## config.mk

```make
export PLATFORM = sky130hd
export DESIGN_NAME = pipe_stage_reg
export DESIGN_NICKNAME = d
export VERILOG_FILES = /design/src/rtl/pipe_stage_reg.sv
export SDC_FILE = /design/constraint.sdc
export NUM_CORES = 1
export LEC_CHECK = 0
export BUFFER_PORTS_ARGS = -buffer_cell sky130_fd_sc_hd__buf_4
export CORE_MARGIN = 2
export CORE_UTILIZATION = 37
export CTS_CLUSTER_SIZE = 30
export DETAILED_ROUTE_END_ITERATION = 10
export PLACE_DENSITY = 0.65
export RECOVER_POWER = 50
export REMOVE_ABC_BUFFERS = 1
export SKIP_CTS_REPAIR_TIMING = 1
export SKIP_LAST_GASP = 1
export SLEW_MARGIN = 10
export SYNTH_ARGS = -nofsm -noshare
export SYNTH_HDL_FRONTEND = slang
export SYNTH_SLANG_ARGS = --single-unit
export TNS_END_PERCENT = 20
```

## constraint.sdc

```tcl
create_clock -name clk -period 2.3 [get_ports clk]
set_input_delay 0.46 -clock clk [delete_from_list [all_inputs] [get_ports clk]]
set_output_delay 0.46 -clock clk [all_outputs]
set_load 0.01 [all_outputs]
```

## src/rtl/pipe_stage_reg.sv

```systemverilog
// Pipeline-stage register: packed payload plus valid bit, steered by the ctrl stall vector and flush.
// Saturating hold/bubble counters record how often the stage stalled.
module pipe_stage_reg #(
  parameter int                 DATA_W    = 64,
  parameter int                 STALL_W   = 6,
  parameter int                 STAGE     = 2,
  parameter logic [DATA_W-1:0]  NOP_VALUE = {DATA_W{1'b0}},
  parameter int                 CNT_W     = 16
) (
  input  logic              clk,
  input  logic              rst,
  input  logic [STALL_W-1:0] stall_i,
  input  logic              flush_i,
  input  logic              in_valid_i,
  input  logic [DATA_W-1:0] in_data_i,
  output logic              out_valid_o,
  output logic [DATA_W-1:0] out_data_o,
  input  logic              cnt_clr_i,
  output logic [CNT_W-1:0]  hold_cnt_o,
  output logic [CNT_W-1:0]  bubble_cnt_o
);

  // Per-cycle action of the stage; decoded combinationally, applied at the clock edge.
  typedef enum logic [1:0] {
    ACT_ADVANCE = 2'd0,
    ACT_HOLD    = 2'd1,
    ACT_BUBBLE  = 2'd2,
    ACT_FLUSH   = 2'd3
  } act_e;

  localparam bit HAS_DN = (STAGE + 1 < STALL_W);

  logic up;
  logic dn;
  act_e act;

  logic              valid_q, valid_d;
  logic [DATA_W-1:0] data_q,  data_d;
  logic [CNT_W-1:0]  hold_cnt_q,   hold_cnt_d;
  logic [CNT_W-1:0]  bubble_cnt_q, bubble_cnt_d;
  logic              unused_stall;

  assign up = stall_i[STAGE];

  // The last stage has no downstream stall bit, so it can only bubble, never hold.
  generate
    if (HAS_DN) begin : g_dn
      assign dn = stall_i[STAGE+1];
    end else begin : g_no_dn
      assign dn = 1'b0;
    end
  endgenerate

  assign unused_stall = ^stall_i;

  // up=0 with dn=1 cannot come from ctrl; it falls through to ADVANCE.
  always_comb begin
    act = ACT_ADVANCE;
    if (flush_i)         act = ACT_FLUSH;
    else if (up && !dn)  act = ACT_BUBBLE;
    else if (up && dn)   act = ACT_HOLD;
    else                 act = ACT_ADVANCE;
  end

  // out_valid_o qualifies out_data_o; whenever it is low the payload is NOP_VALUE.
  always_comb begin
    valid_d = valid_q;
    data_d  = data_q;
    case (act)
      ACT_FLUSH, ACT_BUBBLE: begin
        valid_d = 1'b0;
        data_d  = NOP_VALUE;
      end
      ACT_HOLD: begin
        valid_d = valid_q;
        data_d  = data_q;
      end
      default: begin
        valid_d = in_valid_i;
        data_d  = in_valid_i ? in_data_i : NOP_VALUE;
      end
    endcase
  end

  // Clear beats a same-cycle increment; counts stick at all-ones.
  always_comb begin
    hold_cnt_d   = hold_cnt_q;
    bubble_cnt_d = bubble_cnt_q;
    if (cnt_clr_i) begin
      hold_cnt_d   = '0;
      bubble_cnt_d = '0;
    end else begin
      if (act == ACT_HOLD && hold_cnt_q != {CNT_W{1'b1}})
        hold_cnt_d = hold_cnt_q + CNT_W'(1);
      if (act == ACT_BUBBLE && bubble_cnt_q != {CNT_W{1'b1}})
        bubble_cnt_d = bubble_cnt_q + CNT_W'(1);
    end
  end

  always_ff @(posedge clk) begin
    if (rst) begin
      valid_q      <= 1'b0;
      data_q       <= NOP_VALUE;
      hold_cnt_q   <= '0;
      bubble_cnt_q <= '0;
    end else begin
      valid_q      <= valid_d;
      data_q       <= data_d;
      hold_cnt_q   <= hold_cnt_d;
      bubble_cnt_q <= bubble_cnt_d;
    end
  end

  assign out_valid_o  = valid_q;
  assign out_data_o   = data_q;
  assign hold_cnt_o   = hold_cnt_q;
  assign bubble_cnt_o = bubble_cnt_q;

endmodule
```

==> results of run 1 <==
-- layer usage --
layer  wire [um]  part of all wire
met1        4610              0.43
met2        4890              0.46
met3         990             0.093
met4         150             0.014
met5           0                 0
-- sequential cells by signal (all words and copies together), names as in the netlist --
signal	count
bubble_cnt_o	16
hold_cnt_o	16
out_data_o	64
out_valid_o	1
-- placed cells by master, fill, tap and decap left out, drive strengths merged --
cell,instances
buf,108
dfxtp,97
clkbuf,76
nor2,71
a22oi,64
a21oi,18
nand2,16
nand3,14
or3,12
nand4,12
o21ai,11
nor4,9
o31ai,7
or4,7
nor3,7
a31oi,6
mux2i,6
and4,6
and3,4
inv,4
o41ai,3
o311ai,2
o31a,2
o21a,2
o211ai,2
ha,2
clkinvlp,2
nor3b,2
and3b,1
or4b,1
or2,1
xor2,1
or3b,1
a211oi,1
a41o,1
bufinv,1
clkinv,1
-- stage by stage --
step	setup WS [ns]	cells	hold WS, ns	setup TNS [ns]
final	0.493	717	0.335	0
after global routing	0.355	717	0.332	0
after CTS	0.507	717	0.318	0
after detailed placement	0.386	701	0.483	0
after global placement	0.379	701	0.472	0
after floorplan	-2.33	392	0.499	-158.75
-- tightest hold or removal path: stages --
cell	delay (ns)
buf_4	0.08
a22oi_1	0.06
nor2_1	0.07
-- cell families (layout without fill, tap and decap cells) --
group           after synthesis  in the layout  share of synthesized area
simple gates                164            164                      0.223
buf+inv                      32            192                     0.0340
flops                        97             97                      0.502
fa+ha+maj                     2              2                    0.00647
xor+xnor                      1              1                    0.00226
compound gates              119            119                      0.216
mux                           6              6                     0.0155
-- power by group through the flow --
stage | combinational (uW) | clock [uW] | sequential [uW]
global route | 263 | 1260 | 1720
finish | 239 | 1140 | 1710
CTS | 260 | 1180 | 1710
global placement | 255 | 0 | 1750
floorplan | 71.7 | 0 | 1760
detailed placement | 260 | 0 | 1750
-- final timing paths --
path | start | to | slack, ns
hold reg to reg | out_valid_o | out_valid_o | 0.50
setup / recovery | hold_cnt_o[0] | hold_cnt_o[1] | 0.49
setup reg to reg | hold_cnt_o[0] | hold_cnt_o[1] | 0.49
hold / removal | in_data_i[18] | out_data_o[18] | 0.33
-- area by class of cell --
cell class / count / area share
repair buffers: 173 / 0.208
flip-flops and latches: 97 / 0.373
well taps: 136 / 0.0327
clock buffers: 11 / 0.0272
multi-input cells: 292 / 0.345
clock inverters: 5 / 0.0120
inverters: 3 / 0.00216
==> results.sh, run 1 <==
export IMPL_fin_worst_skew_ns=0.0103
export IMPL_dr_pass1_iters=5
export IMPL_final_hold_viol_count=0
export IMPL_max_stage_delay_ns=0.42
export IMPL_crit_buf_inv=1
export IMPL_cts_made_buffers=9
export IMPL_num_vias=3848
export IMPL_grt_ovfl_total=0
export IMPL_area_delta_synth_final_pct=34.5
export IMPL_use_met3=0.0736
export IMPL_period_share=0.786
export IMPL_dieArea_sq_um=11300
export IMPL_antenna_left=0
export IMPL_post_route_cell_area_sq_um=5200
export IMPL_final_core_util=0.509
export IMPL_yosysMostFrequentCell="dfxtp_1"
export IMPL_yosys_area_top_type="dfxtp_1"
export IMPL_hpwl_um=7480
export IMPL_ys_warnings_count=0
export IMPL_synth_top_area_share=0.502
export IMPL_synthTopCellsByCount="dfxtp_1 (97), nor2_1 (71), a22oi_1 (64)"
export IMPL_root_buffer="clkbuf_8"
export IMPL_synth_area_sq_um=3870
export IMPL_status="complete, no violations"
export IMPL_slowest_stage="dfxtp_1"
export IMPL_synthFlopType="dfxtp_1"
export IMPL_start_kind="flip-flop"
export IMPL_post_dp_cell_area_sq_um=5250
export IMPL_drcViolationCount=0
export IMPL_core_sq_um=10200
export IMPL_drt_total_wl_um=10600
export IMPL_synthArstFlopShare=0
export IMPL_max_cap_violations=0
export IMPL_setup_viol=0
export IMPL_power_frac_clock=0.369
export IMPL_clk_pin_slew_ns=0.10
export IMPL_path_max_fanout=12
export IMPL_hold_class="primary input to flip-flop"
export IMPL_grtUsageMet1=0.231
export IMPL_yosysSeqAreaShare=0.502
export IMPL_seq_power_share=0.553
export IMPL_drtIter0Drc=213
export IMPL_crit_family="flip-flops"
export IMPL_internal_power_uw=2360
export IMPL_clkLatencyLatePin_ns=0.35
export IMPL_syn_inst=421
export IMPL_gp_congestion=0.813
export IMPL_ios=172
export IMPL_rsz0062_at_grt="no"
export IMPL_start_util=0.378
export IMPL_clockBufferDepth=2
export IMPL_busiest_layer="met2"
export IMPL_r2r_cells=6
export IMPL_ir_drop_mv=0.287
export IMPL_std_cell_rows=37
export IMPL_htreeDepth=3
export IMPL_powerDensity_nw_per_um2=595
export IMPL_wl_per_cell_um=14.8
export IMPL_grt_max_degree=65
export IMPL_min_path_cells=3
export IMPL_grt_pass1_vias=3598
export IMPL_netlist_cell_type_count=47
export IMPL_drive_gt1_frac=0.232
export IMPL_multiInputGateArea_sq_um=1800
export IMPL_antenna_found_initial=0
export IMPL_slew_headroom=0.454
export IMPL_avgSynthCellArea_sq_um=9.19
export IMPL_nFillCells=1031
export IMPL_seqCellArea_sq_um=1940
export IMPL_die_h_um=106
export IMPL_insertedDiodeCount=0
export IMPL_ys_seq_elements=97
export IMPL_crit_cells=6
export IMPL_cts_tree="yes"
export IMPL_finalPower_uw=3090
export IMPL_synth_area_leaders="dfxtp_1 (50%), a22oi_1 (12%), nor2_1 (6.9%), a21oi_1 (2.2%), clkbuf_1 (1.9%)"
export IMPL_num_nets_final=653
export IMPL_timing_worst_setup_path_type="flip-flop to flip-flop"
export IMPL_via_per_inst=5.37
export IMPL_switching_power_uw=732
export IMPL_synth_edf_count=0
export IMPL_worst_ep_required_time_ns=2.56
export IMPL_met2_usage=0.304
export IMPL_crit_arrival_ns=2.06
export IMPL_portBuffers=167
export IMPL_tightest_slew_ns=0.817
export IMPL_end_kind="flip-flop"
export IMPL_clock_sinks=97
export IMPL_power_frac_comb=0.077
export IMPL_path_cells="ha_1, nand4_1, o41ai_2, buf_4, mux2i_1, nor2_1"
export IMPL_p_leak_uw=0.00191
export IMPL_max_freq_mhz=553
export IMPL_die_w_um=106
export IMPL_p_sw_frac=0.237
export IMPL_slew_viol_final=0
export IMPL_grt_use_total=0.190
export IMPL_fin_crit_ns=1.81
export IMPL_grt_pass1_wl_um=17500
(Power assumes the default switching activity.)
==> run 2: changes to the inputs <==
Clock period 2.3 ns to 1.8 ns, I/O delays scaled along.
==> results.sh, run 2 (synthesized netlist as in run 1, its figures left out) <==
export IMPL_layout_commonest_cell="buf_4"
export IMPL_final_cell_mix="buf_4 (157), dfxtp_1 (92), nor2_1 (71)"
export IMPL_period_share=0.940
export IMPL_timing_hold_ws_ns=0.241
export IMPL_num_vias=3998
export IMPL_place_inst=720
export IMPL_path_max_fanout=7
export IMPL_reg2reg_setup_slack_ns=0.11
export IMPL_dr_pass1_iters=4
export IMPL_cts_tree="yes"
export IMPL_drtIter0Drc=188
export IMPL_htreeDepth=3
export IMPL_max_freq_mhz=591
export IMPL_grt_ovfl_total=0
export IMPL_clkLatencyLatePin_ns=0.36
export IMPL_gp_congestion=0.840
export IMPL_grt_pass1_vias=3665
export IMPL_post_dp_cell_area_sq_um=5400
export IMPL_clockBufferDepth=2
export IMPL_drt_total_wl_um=11200
export IMPL_start_util=0.378
export IMPL_slowest_stage="or4b_1"
export IMPL_ir_drop_mv=0.415
export IMPL_hpwl_um=7720
export IMPL_max_cap_violations=0
export IMPL_fin_cells=735
export IMPL_slew_viol_final=0
export IMPL_timing_worst_setup_path_type="flip-flop to flip-flop"
export IMPL_multiInputGateArea_sq_um=1800
export IMPL_slew_headroom=0.508
export IMPL_dieArea_sq_um=11300
export IMPL_via_per_inst=5.44
export IMPL_r2r_cells=5
export IMPL_busiest_layer="met2"
export IMPL_final_hold_viol_count=0
export IMPL_seqCellArea_sq_um=1950
export IMPL_holdPathEnd="out_data_o[5]"
export IMPL_insertedDiodeCount=0
export IMPL_antenna_left=0
export IMPL_met2_usage=0.302
export IMPL_grt_pass1_wl_um=17700
export IMPL_end_kind="flip-flop"
export IMPL_powerDensity_nw_per_um2=712
export IMPL_root_buffer="clkbuf_8"
export IMPL_path_cells="ha_1, and4_1, nand2_2, or4b_1, a21oi_1"
export IMPL_clock_sinks=97
export IMPL_dp_slack_ns=0.0258
export IMPL_worst_ep_required_time_ns=2.09
export IMPL_drcViolationCount=0
export IMPL_tightest_slew_ns=0.738
export IMPL_use_met3=0.0711
export IMPL_portBuffers=167
export IMPL_grtUsageMet1=0.241
export IMPL_setup_tns_final_ns=0
export IMPL_area_delta_synth_final_pct=41.4
export IMPL_crit_buf_inv=0
export IMPL_layout_setup_ws_ns=0.108
export IMPL_start_kind="flip-flop"
export IMPL_largest_reg_flops=64
export IMPL_fin_crit_ns=1.69
export IMPL_status="complete, no violations"
export IMPL_min_path_cells=3
export IMPL_p_leak_uw=0.00215
export IMPL_grt_max_degree=65
export IMPL_cts_made_buffers=9
export IMPL_die_w_um=106
export IMPL_grt_use_total=0.194
export IMPL_drive_gt1_frac=0.322
export IMPL_crit_family="simple AND/OR/NAND/NOR gates"
export IMPL_num_nets_final=673
export IMPL_max_stage_delay_ns=0.51
export IMPL_min_from="in_data_i[5]"
export IMPL_std_cell_rows=37
export IMPL_r2r_end="hold_cnt_o[14]"
export IMPL_post_route_cell_area_sq_um=5470
export IMPL_nFillCells=959
export IMPL_antenna_found_initial=0
export IMPL_core_sq_um=10200
export IMPL_rr_startpoint="hold_cnt_o[0]"
export IMPL_setup_viol=0
export IMPL_fin_worst_skew_ns=0.00650
export IMPL_ios=172
export IMPL_wl_per_cell_um=15.3
export IMPL_clk_pin_slew_ns=0.10
export IMPL_hold_class="primary input to flip-flop"
export IMPL_crit_arrival_ns=1.98
export IMPL_die_h_um=106
run 2: cell types whose count changed in the layout (fill, tap and decap cells not counted):
cell             previous run  this run
nand3_1                    13        12
clkbuf_1                   66        32
inv_6                       1         0
clkbuf_4                    0         1
dfxtp_2                     0         5
clkbuf_8                   10         9
nand3_2                     1         2
clkinv_2                    0         1
buf_4                     106       157
clkdlybuf4s15_2             0         1
dfxtp_1                    97        92
run 2: layer usage:
layer / vias up / routed length (um)
met3: 17 / 1060
met2: 166 / 5230
met1: 1880 / 4750
met4: 0 / 200
met5: - / 0
li1: 1935 / -
run 2: layout make-up:
class | count | area share
Multi-Input combinational cell | 292 | 0.329
Clock buffer | 9 | 0.0226
Tap cell | 136 | 0.0311
Clock inverter | 5 | 0.0107
Inverter | 3 | 0.00206
Timing Repair Buffer | 193 | 0.248
Sequential cell | 97 | 0.356
run 2: power breakdown:
| part | internal (uW) | switching, uW |
|---|---|---|
| Combinational | 174 | 154 |
| Sequential | 2170 | 15.9 |
| Clock | 628 | 754 |
| Total | 2970 | 924 |
run 2: per-stage QoR:
| step | power, uW | util |
|---|---|---|
| after floorplan | 2340 | - |
| final | 3900 | 0.535 |
| after detailed placement | 2580 | 0.528 |
| after global routing | 4070 | 0.535 |
| after global placement | 2580 | 0.528 |
| after CTS | 3960 | 0.546 |
run 2: how the worst max path moves through the flow:
stage                   from  cells after the start             end  slack, ns
6_report       hold_cnt_o[0]                      5  hold_cnt_o[14]       0.11
5_1_grt        hold_cnt_o[0]                      5  hold_cnt_o[14]     -0.004
4_1_cts        hold_cnt_o[7]                      4  hold_cnt_o[14]       0.11
3_5_place_dp         flush_i                      5  hold_cnt_o[11]       0.03
3_3_place_gp         flush_i                      6   hold_cnt_o[7]       0.05
2_1_floorplan        flush_i                      3   out_data_o[0]      -2.73
run 2: worst register-to-register path: cells and delay by family (launching register included):
family | cells | cell delay (ns)
fa+ha+maj | 1 | 0.21
simple gates | 3 | 0.92
flops | 1 | 0.35
compound gates | 1 | 0.15
